<file path="src/rtl/pe_array_ctrl.sv">
// Sequencer for a weight-stationary systolic array of stacked PE rows: loads weight rows,
// streams activation vectors under a global stall, drains the pipeline and flags results.
module pe_array_ctrl #(
  parameter int unsigned NUM_PE   = 32,
  parameter int unsigned NUM_ROWS = 32,
  parameter int unsigned CNT_W    = 16
) (
  input  logic             CLK,
  input  logic             RESET,
  input  logic             start,
  input  logic [CNT_W-1:0] num_vec,
  input  logic             reuse_w,
  output logic             busy,
  output logic             done,
  input  logic             w_valid,
  output logic             w_ready,
  input  logic             act_valid,
  output logic             act_ready,
  output logic             act_zero,
  output logic             W_EN,
  output logic             EN,
  output logic             out_valid,
  output logic             out_last
);

  localparam int unsigned LAT    = NUM_ROWS + NUM_PE - 1;
  localparam int unsigned WCNT_W = $clog2(NUM_ROWS + 1);
  localparam int unsigned DCNT_W = $clog2(LAT + 1);

  typedef enum logic [2:0] {StIdle, StLoadW, StStream, StDrain, StDone} state_e;

  state_e            r_state, w_state_d;
  logic [WCNT_W-1:0] r_wcnt, w_wcnt_d;
  logic [CNT_W-1:0]  r_vcnt, w_vcnt_d;
  logic [DCNT_W-1:0] r_dcnt, w_dcnt_d;
  logic [CNT_W-1:0]  r_nv, w_nv_d;
  logic              r_loaded, w_loaded_d;
  logic [LAT-1:0]    r_tok;
  logic [CNT_W-1:0]  r_ocnt;
  logic              r_out_valid, r_out_last;
  logic              w_tok_in;
  logic              w_tok_out;
  logic              w_final_out;

  // reuse_w only steers the start decision, so it is consumed in the start cycle itself.
  always_comb begin
    w_state_d  = r_state;
    w_wcnt_d   = r_wcnt;
    w_vcnt_d   = r_vcnt;
    w_dcnt_d   = r_dcnt;
    w_nv_d     = r_nv;
    w_loaded_d = r_loaded;
    busy       = (r_state != StIdle);
    done       = 1'b0;
    w_ready    = 1'b0;
    act_ready  = 1'b0;
    act_zero   = 1'b0;
    W_EN       = 1'b0;
    EN         = 1'b0;
    unique case (r_state)
      StIdle: begin
        if (start) begin
          w_nv_d = num_vec;
          if (num_vec == '0) begin
            w_state_d = StDone;
          end else if (reuse_w && r_loaded) begin
            w_state_d = StStream;
          end else begin
            w_state_d = StLoadW;
          end
        end
      end
      StLoadW: begin
        w_ready = 1'b1;
        W_EN    = w_valid;
        if (w_valid) begin
          if (r_wcnt == WCNT_W'(NUM_ROWS - 1)) begin
            w_wcnt_d   = '0;
            w_loaded_d = 1'b1;
            w_state_d  = StStream;
          end else begin
            w_wcnt_d = r_wcnt + WCNT_W'(1);
          end
        end
      end
      StStream: begin
        act_ready = 1'b1;
        EN        = act_valid;
        if (act_valid) begin
          if (r_vcnt + CNT_W'(1) == r_nv) begin
            w_vcnt_d  = '0;
            w_state_d = StDrain;
          end else begin
            w_vcnt_d = r_vcnt + CNT_W'(1);
          end
        end
      end
      StDrain: begin
        EN       = 1'b1;
        act_zero = 1'b1;
        if (r_dcnt == DCNT_W'(LAT - 1)) begin
          w_dcnt_d  = '0;
          w_state_d = StDone;
        end else begin
          w_dcnt_d = r_dcnt + DCNT_W'(1);
        end
      end
      StDone: begin
        done      = 1'b1;
        w_state_d = StIdle;
      end
      default: w_state_d = StIdle;
    endcase
  end

  // Each token marks one real vector in flight; drain pushes zeros behind the last one.
  assign w_tok_in    = (r_state == StStream);
  assign w_tok_out   = r_tok[LAT-1];
  assign w_final_out = w_tok_out && (r_ocnt + CNT_W'(1) == r_nv);

  always_ff @(posedge CLK or posedge RESET) begin
    if (RESET) begin
      r_state  <= StIdle;
      r_wcnt   <= '0;
      r_vcnt   <= '0;
      r_dcnt   <= '0;
      r_nv     <= '0;
      r_loaded <= 1'b0;
    end else begin
      r_state  <= w_state_d;
      r_wcnt   <= w_wcnt_d;
      r_vcnt   <= w_vcnt_d;
      r_dcnt   <= w_dcnt_d;
      r_nv     <= w_nv_d;
      r_loaded <= w_loaded_d;
    end
  end

  always_ff @(posedge CLK or posedge RESET) begin
    if (RESET) begin
      r_tok       <= '0;
      r_ocnt      <= '0;
      r_out_valid <= 1'b0;
      r_out_last  <= 1'b0;
    end else if (EN) begin
      r_tok       <= {r_tok[LAT-2:0], w_tok_in};
      r_out_valid <= w_tok_out;
      r_out_last  <= w_final_out;
      if (w_final_out) begin
        r_ocnt <= '0;
      end else if (w_tok_out) begin
        r_ocnt <= r_ocnt + CNT_W'(1);
      end
    end else begin
      r_out_valid <= 1'b0;
      r_out_last  <= 1'b0;
    end
  end

  assign out_valid = r_out_valid;
  assign out_last  = r_out_last;

endmodule

</file>
<file path="config.mk">
export PLATFORM = sky130hd
export DESIGN_NAME = pe_array_ctrl
export DESIGN_NICKNAME = d
export VERILOG_FILES = /design/src/rtl/pe_array_ctrl.sv
export SDC_FILE = /design/constraint.sdc
export NUM_CORES = 1
export LEC_CHECK = 0
export CAP_MARGIN = 0
export CORE_UTILIZATION = 35
export DETAILED_ROUTE_END_ITERATION = 6
export GPL_TIMING_DRIVEN = 0
export PLACE_DENSITY = 0.6
export SLEW_MARGIN = 20
export SYNTH_ARGS = -nofsm -noshare
export SYNTH_HDL_FRONTEND = slang
export SYNTH_SLANG_ARGS = --single-unit
export TNS_END_PERCENT = 20
</file>
<file path="constraint.sdc">
create_clock -name CLK -period 4.25 [get_ports CLK]
set_input_delay 0.6375 -clock CLK [delete_from_list [all_inputs] [get_ports CLK]]
set_output_delay 0.6375 -clock CLK [all_outputs]
set_load 0.01 [all_outputs]
</file>
==> results of run 1 <==
sequential cells by signal, summed over array words and instances (netlist names), 3 cells and up:
signal / cells
r_state: 3
r_wcnt: 6
r_tok: 63
r_nv: 16
r_dcnt: 6
r_vcnt: 16
r_ocnt: 16
stage by stage:
| step | cell area, um^2 | util [%] |
|---|---|---|
| after floorplan | 6379 | - |
| after global placement | 6965 | 38.91 |
| after detailed placement | 6998 | 39.09 |
| after CTS | 7533 | 42.08 |
| after global routing | 7533 | 42.08 |
| final | 7533 | 42.08 |
cell usage in the layout, fill, tap and decap left out, types with 5 or more instances in the layout:
master / synthesis / routed
clkbuf_16: 0 / 17
xor2_1: 12 / 12
xnor2_1: 36 / 36
clkdlybuf4s50_1: 0 / 30
nand4_1: 15 / 15
inv_6: 0 / 6
a21o_1: 5 / 5
mux2_2: 79 / 79
inv_1: 12 / 11
nor3_1: 17 / 17
clkbuf_1: 21 / 22
nor4_1: 8 / 8
ha_1: 5 / 5
and3_1: 9 / 9
or4_1: 6 / 6
dfrtp_1: 129 / 129
and2_1: 5 / 5
nand2_1: 53 / 53
nand3_1: 19 / 19
a21oi_1: 12 / 12
o21ai_0: 52 / 52
nor2_1: 13 / 13
nand2b_1: 7 / 7
report_power, final:
group	internal (mW)	switching [mW]
Combinational	0.637	0.599
Clock	0.752	0.576
Sequential	1.47	0.245
Total	2.86	1.42
cell families (layout without fill, tap and decap cells):
group | after synthesis | count (layout) | share of synthesized area (%)
flops | 129 | 129 | 50.61
buf+inv | 39 | 101 | 2.628
simple gates | 187 | 187 | 16.18
xor+xnor | 48 | 48 | 6.591
fa+ha+maj | 5 | 5 | 0.9808
mux | 82 | 82 | 14.42
compound gates | 94 | 94 | 8.592
layout make-up:
type	instances	share of cell area [%]
clock inverters	13	1.412
repair buffers	31	4.351
clock buffers	18	5.697
plain buffers	26	1.578
multi-input cells	416	39.59
flip-flops and latches	129	42.85
well taps	229	3.803
inverters	13	0.7142
final timing paths:
| path | start | end | slack (ns) | cells past startpoint |
|---|---|---|---|---|
| min | r_loaded$_DFFE_PP0P_ | r_loaded$_DFFE_PP0P_ | 0.49 | 1 |
| max in group asynchronous | RESET | r_vcnt[12]$_DFFE_PP0P_ | 2.89 | 3 |
| min reg2reg | r_loaded$_DFFE_PP0P_ | r_loaded$_DFFE_PP0P_ | 0.49 | 1 |
| max | act_valid | EN | 1.12 | 4 |
| min in group asynchronous | RESET | r_tok[34]$_DFFE_PP0P_ | 0.62 | 2 |
| max reg2reg | r_ocnt[0]$_DFFE_PP0P_ | r_ocnt[3]$_DFFE_PP0P_ | 1.16 | 10 |
metal layers:
layer | vias to the layer above | share of wire [%] | track usage, %
li1 | 2204 | - | -
met1 | 2245 | 47 | 20.95
met2 | 94 | 46 | 25.28
met3 | 17 | 5.5 | 4.185
met4 | 0 | 1.2 | 5.006
met5 | - | 0 | 0
==> results.sh, run 1 <==
export IMPL_status="finished, final reports clean"
export IMPL_post_cts_setup_buffer_count=0
export IMPL_final_antenna_net_count=0
export IMPL_synth_avg_cell_area_um2=10.92
export IMPL_die_h_um=137
export IMPL_arrival_ns=2.49
export IMPL_antenna_found_initial=0
export IMPL_wirelength_um=13520
export IMPL_io_pins=31
export IMPL_core_area_um2=17900
export IMPL_worstSetupPathType="primary input to output port"
export IMPL_layout_setup_ws_ns=1.121
export IMPL_fin_crit_ns=3.129
export IMPL_seqCellArea_um2=3228
export IMPL_ys_ff_latch=129
export IMPL_grt_max_degree=81
export IMPL_fin_setup_tns_ns=0
export IMPL_place_inst=844
export IMPL_synthToLayoutAreaGrowth_pct=18.11
export IMPL_finalHoldViolCount=0
export IMPL_start_util_pct=35.63
export IMPL_root_buffer="clkbuf_16"
export IMPL_synth_area_top_cells="dfrtp_1 51%, mux2_2 14%, xnor2_1 4.9%, o21ai_0 4.1%, nand2_1 3.1%"
export IMPL_routedWlPerCell_um=15.45
export IMPL_cts_hold_buffers=0
export IMPL_drc=0
export IMPL_syn_num_nets=611
export IMPL_multiInputGateArea_um2=2983
export IMPL_grt_pass1_wl_um=23090
export IMPL_via_per_inst=5.211
export IMPL_nets=661
export IMPL_final_max_slew_viol_count=0
export IMPL_synth_cells=584
export IMPL_worst_slew_pin_transition_ns=0.7638
export IMPL_place_ws_ns=1.016
export IMPL_synth_edf_count=0
export IMPL_cp_start_kind="primary input"
export IMPL_cts_tree="built"
export IMPL_endpoint_kind="output port"
export IMPL_die_x_um=137
export IMPL_yosysTopAreaCell="dfrtp_1"
export IMPL_grt_overflow=0
export IMPL_yosysMostFrequentCell="dfrtp_1"
export IMPL_dieArea_um2=18770
export IMPL_via_count=4560
export IMPL_max_freq_mhz=319.6
export IMPL_synthDominantCellAreaShare_pct=50.61
export IMPL_async_flop_share_pct=100.0
export IMPL_slew_limit_headroom_pct=48.74
export IMPL_cts_max_level=4
export IMPL_antenna_cells=0
export IMPL_p_per_area_nw_per_um2=567.6
export IMPL_grt_pass1_vias=4805
export IMPL_synthFlopType="dfrtp_1"
export IMPL_p_leak_nw=3.239
export IMPL_synthTopCellsByCount="129 x dfrtp_1, 79 x mux2_2, 53 x nand2_1"
export IMPL_rsz0062_at_grt="no"
export IMPL_insertion_delay_ns=0.42
export IMPL_initialDrtViolationCount=305
export IMPL_hold_ws_ns=0.4917
export IMPL_max_cap_violations=0
export IMPL_crit_top_cell="clkdlybuf4s50_1"
export IMPL_hp_class="flop to flop"
export IMPL_ys_warn_count=0
export IMPL_p_total_mw=4.276
export IMPL_portBuffers=30
export IMPL_instances_no_fill=875
export IMPL_rows=49
export IMPL_cp_top_family="buffers and inverters"
export IMPL_vdd_drop_max_v=0.0004110
export IMPL_fin_skew_ns=0.006752
export IMPL_place_gp_congestion=0.8448
export IMPL_dpl_hpwl_um=9468
export IMPL_yosysSeqAreaShare_pct=50.61
export IMPL_yosysUniqueCellTypes=54
export IMPL_required_ns=3.61
export IMPL_fillers=1730
export IMPL_cts_made_buffers=17
export IMPL_crit_buf_inv=3
export IMPL_setup_violations=0
export IMPL_crit_path_top_delay_cell="o21ai_1"
export IMPL_cts_resized_gates=0
export IMPL_gr_usage_all_layers_pct=15.86
export IMPL_post_synth_instance_area_um2=6379
export IMPL_path_clk_slew_ns=0.06
export IMPL_path_cells="clkdlybuf4s50_1, o21ai_1, inv_1, clkdlybuf4s50_1"
export IMPL_crit_fanout=9
export IMPL_drive_above_1_share_pct=19.35
export IMPL_ctsLongestPathBuffers=2
export IMPL_fin_crit_sh_pct=73.61
export IMPL_cpPeakStageDelay_ns=0.63
export IMPL_cts_sinks=129
export IMPL_dr_pass1_iters=5
Note: power is estimated with default switching activity, not from simulation.
==> inputs of run 2 (changes only) <==
--- a/config.mk
+++ b/config.mk
@@ -9,7 +9,7 @@
 export CORE_UTILIZATION = 35
 export DETAILED_ROUTE_END_ITERATION = 6
 export GPL_TIMING_DRIVEN = 0
-export PLACE_DENSITY = 0.6
+export PLACE_DENSITY = 0.58
 export SLEW_MARGIN = 20
 export SYNTH_ARGS = -nofsm -noshare
 export SYNTH_HDL_FRONTEND = slang
==> constraint.sdc (replaced) <==
create_clock -name CLK -period 3.2 [get_ports CLK]
set_input_delay 0.48 -clock CLK [delete_from_list [all_inputs] [get_ports CLK]]
set_output_delay 0.48 -clock CLK [all_outputs]
set_load 0.01 [all_outputs]
==> run 2 against run 1 <==
  * Wire length is 1.6% higher
  * Combinational power is 34% higher
  * Critical endpoint unchanged
  * Non-clock buffer count is 3 higher
  * Highest routed layer unchanged
  * Largest power group unchanged
  * Largest cell class unchanged
==> results.sh, run 2 (same netlist as run 1, synthesis figures left out) <==
export IMPL_cts_sinks=129
export IMPL_ctsLongestPathBuffers=2
export IMPL_final_cell_mix="129 x dfrtp_1, 79 x mux2_2, 53 x nand2_1"
export IMPL_fin_setup_tns_ns=0
export IMPL_cts_made_buffers=17
export IMPL_switchingPower_mw=1.873
export IMPL_die_h_um=137
export IMPL_gr_usage_met2_pct=24.44
export IMPL_rrSetupSlack_ns=0.30
export IMPL_wirelength_um=13730
export IMPL_final_area_um2=7667
export IMPL_top_register="r_tok"
export IMPL_path_cells="clkbuf_1, nor2b_1, o21ai_1, inv_1, clkdlybuf4s50_1"
export IMPL_grt_busiest_layer="met2"
export IMPL_via_per_inst=5.218
export IMPL_p_per_area_nw_per_um2=772.2
export IMPL_place_ws_ns=0.1049
export IMPL_cpPeakStageDelay_ns=0.56
export IMPL_cts_tree="built"
export IMPL_fin_crit_ns=2.912
export IMPL_status="finished, final reports clean"
export IMPL_cts_max_level=4
export IMPL_initialDrtViolationCount=337
export IMPL_endpoint_kind="output port"
export IMPL_rsz0062_at_grt="no"
export IMPL_post_cts_setup_buffer_count=0
export IMPL_cts_hold_buffers=0
export IMPL_worstReg2RegStart="r_ocnt[0]$_DFFE_PP0P_"
export IMPL_p_total_mw=5.921
export IMPL_instances_no_fill=878
export IMPL_core_area_um2=17900
export IMPL_start_util_pct=35.63
export IMPL_postPlaceCellArea_um2=7057
export IMPL_via_count=4581
export IMPL_drive_above_1_share_pct=20.18
export IMPL_required_ns=2.72
export IMPL_pwr_share_seq_pct=38.4
export IMPL_vdd_drop_max_v=0.0004613
export IMPL_rows=49
export IMPL_portBuffers=30
export IMPL_largest_reg_flops=63
export IMPL_insertion_delay_ns=0.42
export IMPL_slew_limit_headroom_pct=47.67
export IMPL_p_sw_share_pct=31.64
export IMPL_worstSetupPathType="flop to output port"
export IMPL_grt_pass1_wl_um=22940
export IMPL_synthToLayoutAreaGrowth_pct=20.20
export IMPL_gr_usage_all_layers_pct=16.00
export IMPL_antenna_cells=0
export IMPL_layout_setup_ws_ns=0.2877
export IMPL_final_max_slew_viol_count=0
export IMPL_met1_usage_pct=21.09
export IMPL_crit_path_top_delay_cell="clkdlybuf4s50_1"
export IMPL_met3_usage_pct=5.741
export IMPL_grt_max_degree=32
export IMPL_cp_start_kind="flop"
export IMPL_p_int_mw=4.048
export IMPL_dieArea_um2=18770
export IMPL_pwr_share_clk_pct=33.6
export IMPL_place_inst=847
export IMPL_crit_fanout=9
export IMPL_root_buffer="clkbuf_16"
export IMPL_drc=0
export IMPL_dr_pass1_iters=4
export IMPL_finalHoldViolCount=0
export IMPL_fin_skew_ns=0.005625
export IMPL_antenna_found_initial=0
export IMPL_max_freq_mhz=343.4
export IMPL_grt_pass1_vias=4592
export IMPL_arrival_ns=2.43
export IMPL_routedWlPerCell_um=15.63
export IMPL_grt_overflow=0
export IMPL_final_common_cell="dfrtp_1"
export IMPL_p_leak_nw=3.299
export IMPL_place_gp_congestion=0.8254
export IMPL_worst_slew_pin_transition_ns=0.7797
export IMPL_die_x_um=137
export IMPL_nets=664
export IMPL_max_cap_violations=0
export IMPL_path_clk_slew_ns=0.06
export IMPL_fin_crit_sh_pct=91.01
export IMPL_final_antenna_net_count=0
export IMPL_dpl_hpwl_um=9690
export IMPL_reg2reg_depth=10
export IMPL_io_pins=31
export IMPL_hp_class="primary input to asynchronous set/reset pin"
export IMPL_r2r_end="r_ocnt[13]$_DFFE_PP0P_"
export IMPL_p_comb_share_pct=28.0
export IMPL_setup_violations=0
==> run 2: cell types whose count changed in the layout (fill, tap and decap cells not counted) <==
| cell | previous run | this run |
|---|---|---|
| clkinv_4 | 4 | 1 |
| bufinv_16 | 0 | 3 |
| clkinvlp_4 | 3 | 4 |
| nor2_2 | 0 | 1 |
| inv_6 | 6 | 3 |
| nor4_1 | 8 | 7 |
| buf_12 | 0 | 3 |
| clkbuf_8 | 0 | 1 |
| nor4_2 | 0 | 1 |
| clkbuf_2 | 1 | 2 |
| clkinv_2 | 1 | 2 |
| clkbuf_1 | 22 | 21 |
| nor2_1 | 13 | 12 |
==> run 2: layer usage <==
metal	up-vias	routed length [um]
li1	2213	-
met1	2269	6655
met2	82	6125
met3	17	812
met4	0	131
met5	-	0
==> run 2: how the worst max path moves through the flow <==
| stage | startpoint | to | depth (start not counted) |
|---|---|---|---|
| floorplan | r_vcnt[0]$_DFFE_PP0P_ | r_vcnt[13]$_DFFE_PP0P_ | 9 |
| global placement | RESET | r_nv[12]$_DFFE_PP0P_ | 2 |
| detailed placement | r_ocnt[0]$_DFFE_PP0P_ | r_ocnt[11]$_DFFE_PP0P_ | 10 |
| CTS | r_ocnt[0]$_DFFE_PP0P_ | r_ocnt[11]$_DFFE_PP0P_ | 10 |
| global route | r_state[1]$_DFFE_PP0P_ | EN | 5 |
| finish | r_state[1]$_DFFE_PP0P_ | EN | 5 |
==> run 2: through the flow <==
| step | hold WS [ns] | util, % |
|---|---|---|
| after floorplan | 0.4495 | - |
| after global placement | 0.4796 | 38.93 |
| after detailed placement | 0.4862 | 39.42 |
| after CTS | 0.4617 | 42.77 |
| after global routing | 0.4926 | 42.83 |
| final | 0.4572 | 42.83 |
==> run 2: layout make-up <==
type	instances	area, um^2
fill	1707	10230
sequential	129	3228
multi-input combinational	416	2992
clock buffer	19	442.9
timing repair buffer	34	387.9
tap	229	286.5
clock inverter	12	157.7
buffer	26	120.1
inverter	13	52.55
==> run 2: power groups by stage <==
stage	Clock, mW	Sequential (mW)	Combinational [mW]
after global placement	0	2.29	1.60
after detailed placement	0	2.30	1.67
after floorplan	0	2.19	1.31
final	1.99	2.27	1.66
after CTS	2.03	2.28	1.68
after global routing	2.09	2.32	1.85
==> run 2: timing repair <==
item | CTS | global route
endpoints found under the hold margin | 0 | 0
setup endpoints to repair | 0 | 17
gates resized for setup | 0 | 4
==> run 2: worst max-delay path: cells and delay by family (launching register included) <==
family	cells	cell delay, ns
buffers and inverters	3	1.03
AO/OA/AOI/OAI	1	0.34
flip-flops	1	0.32
AND/OR/NAND/NOR	1	0.31
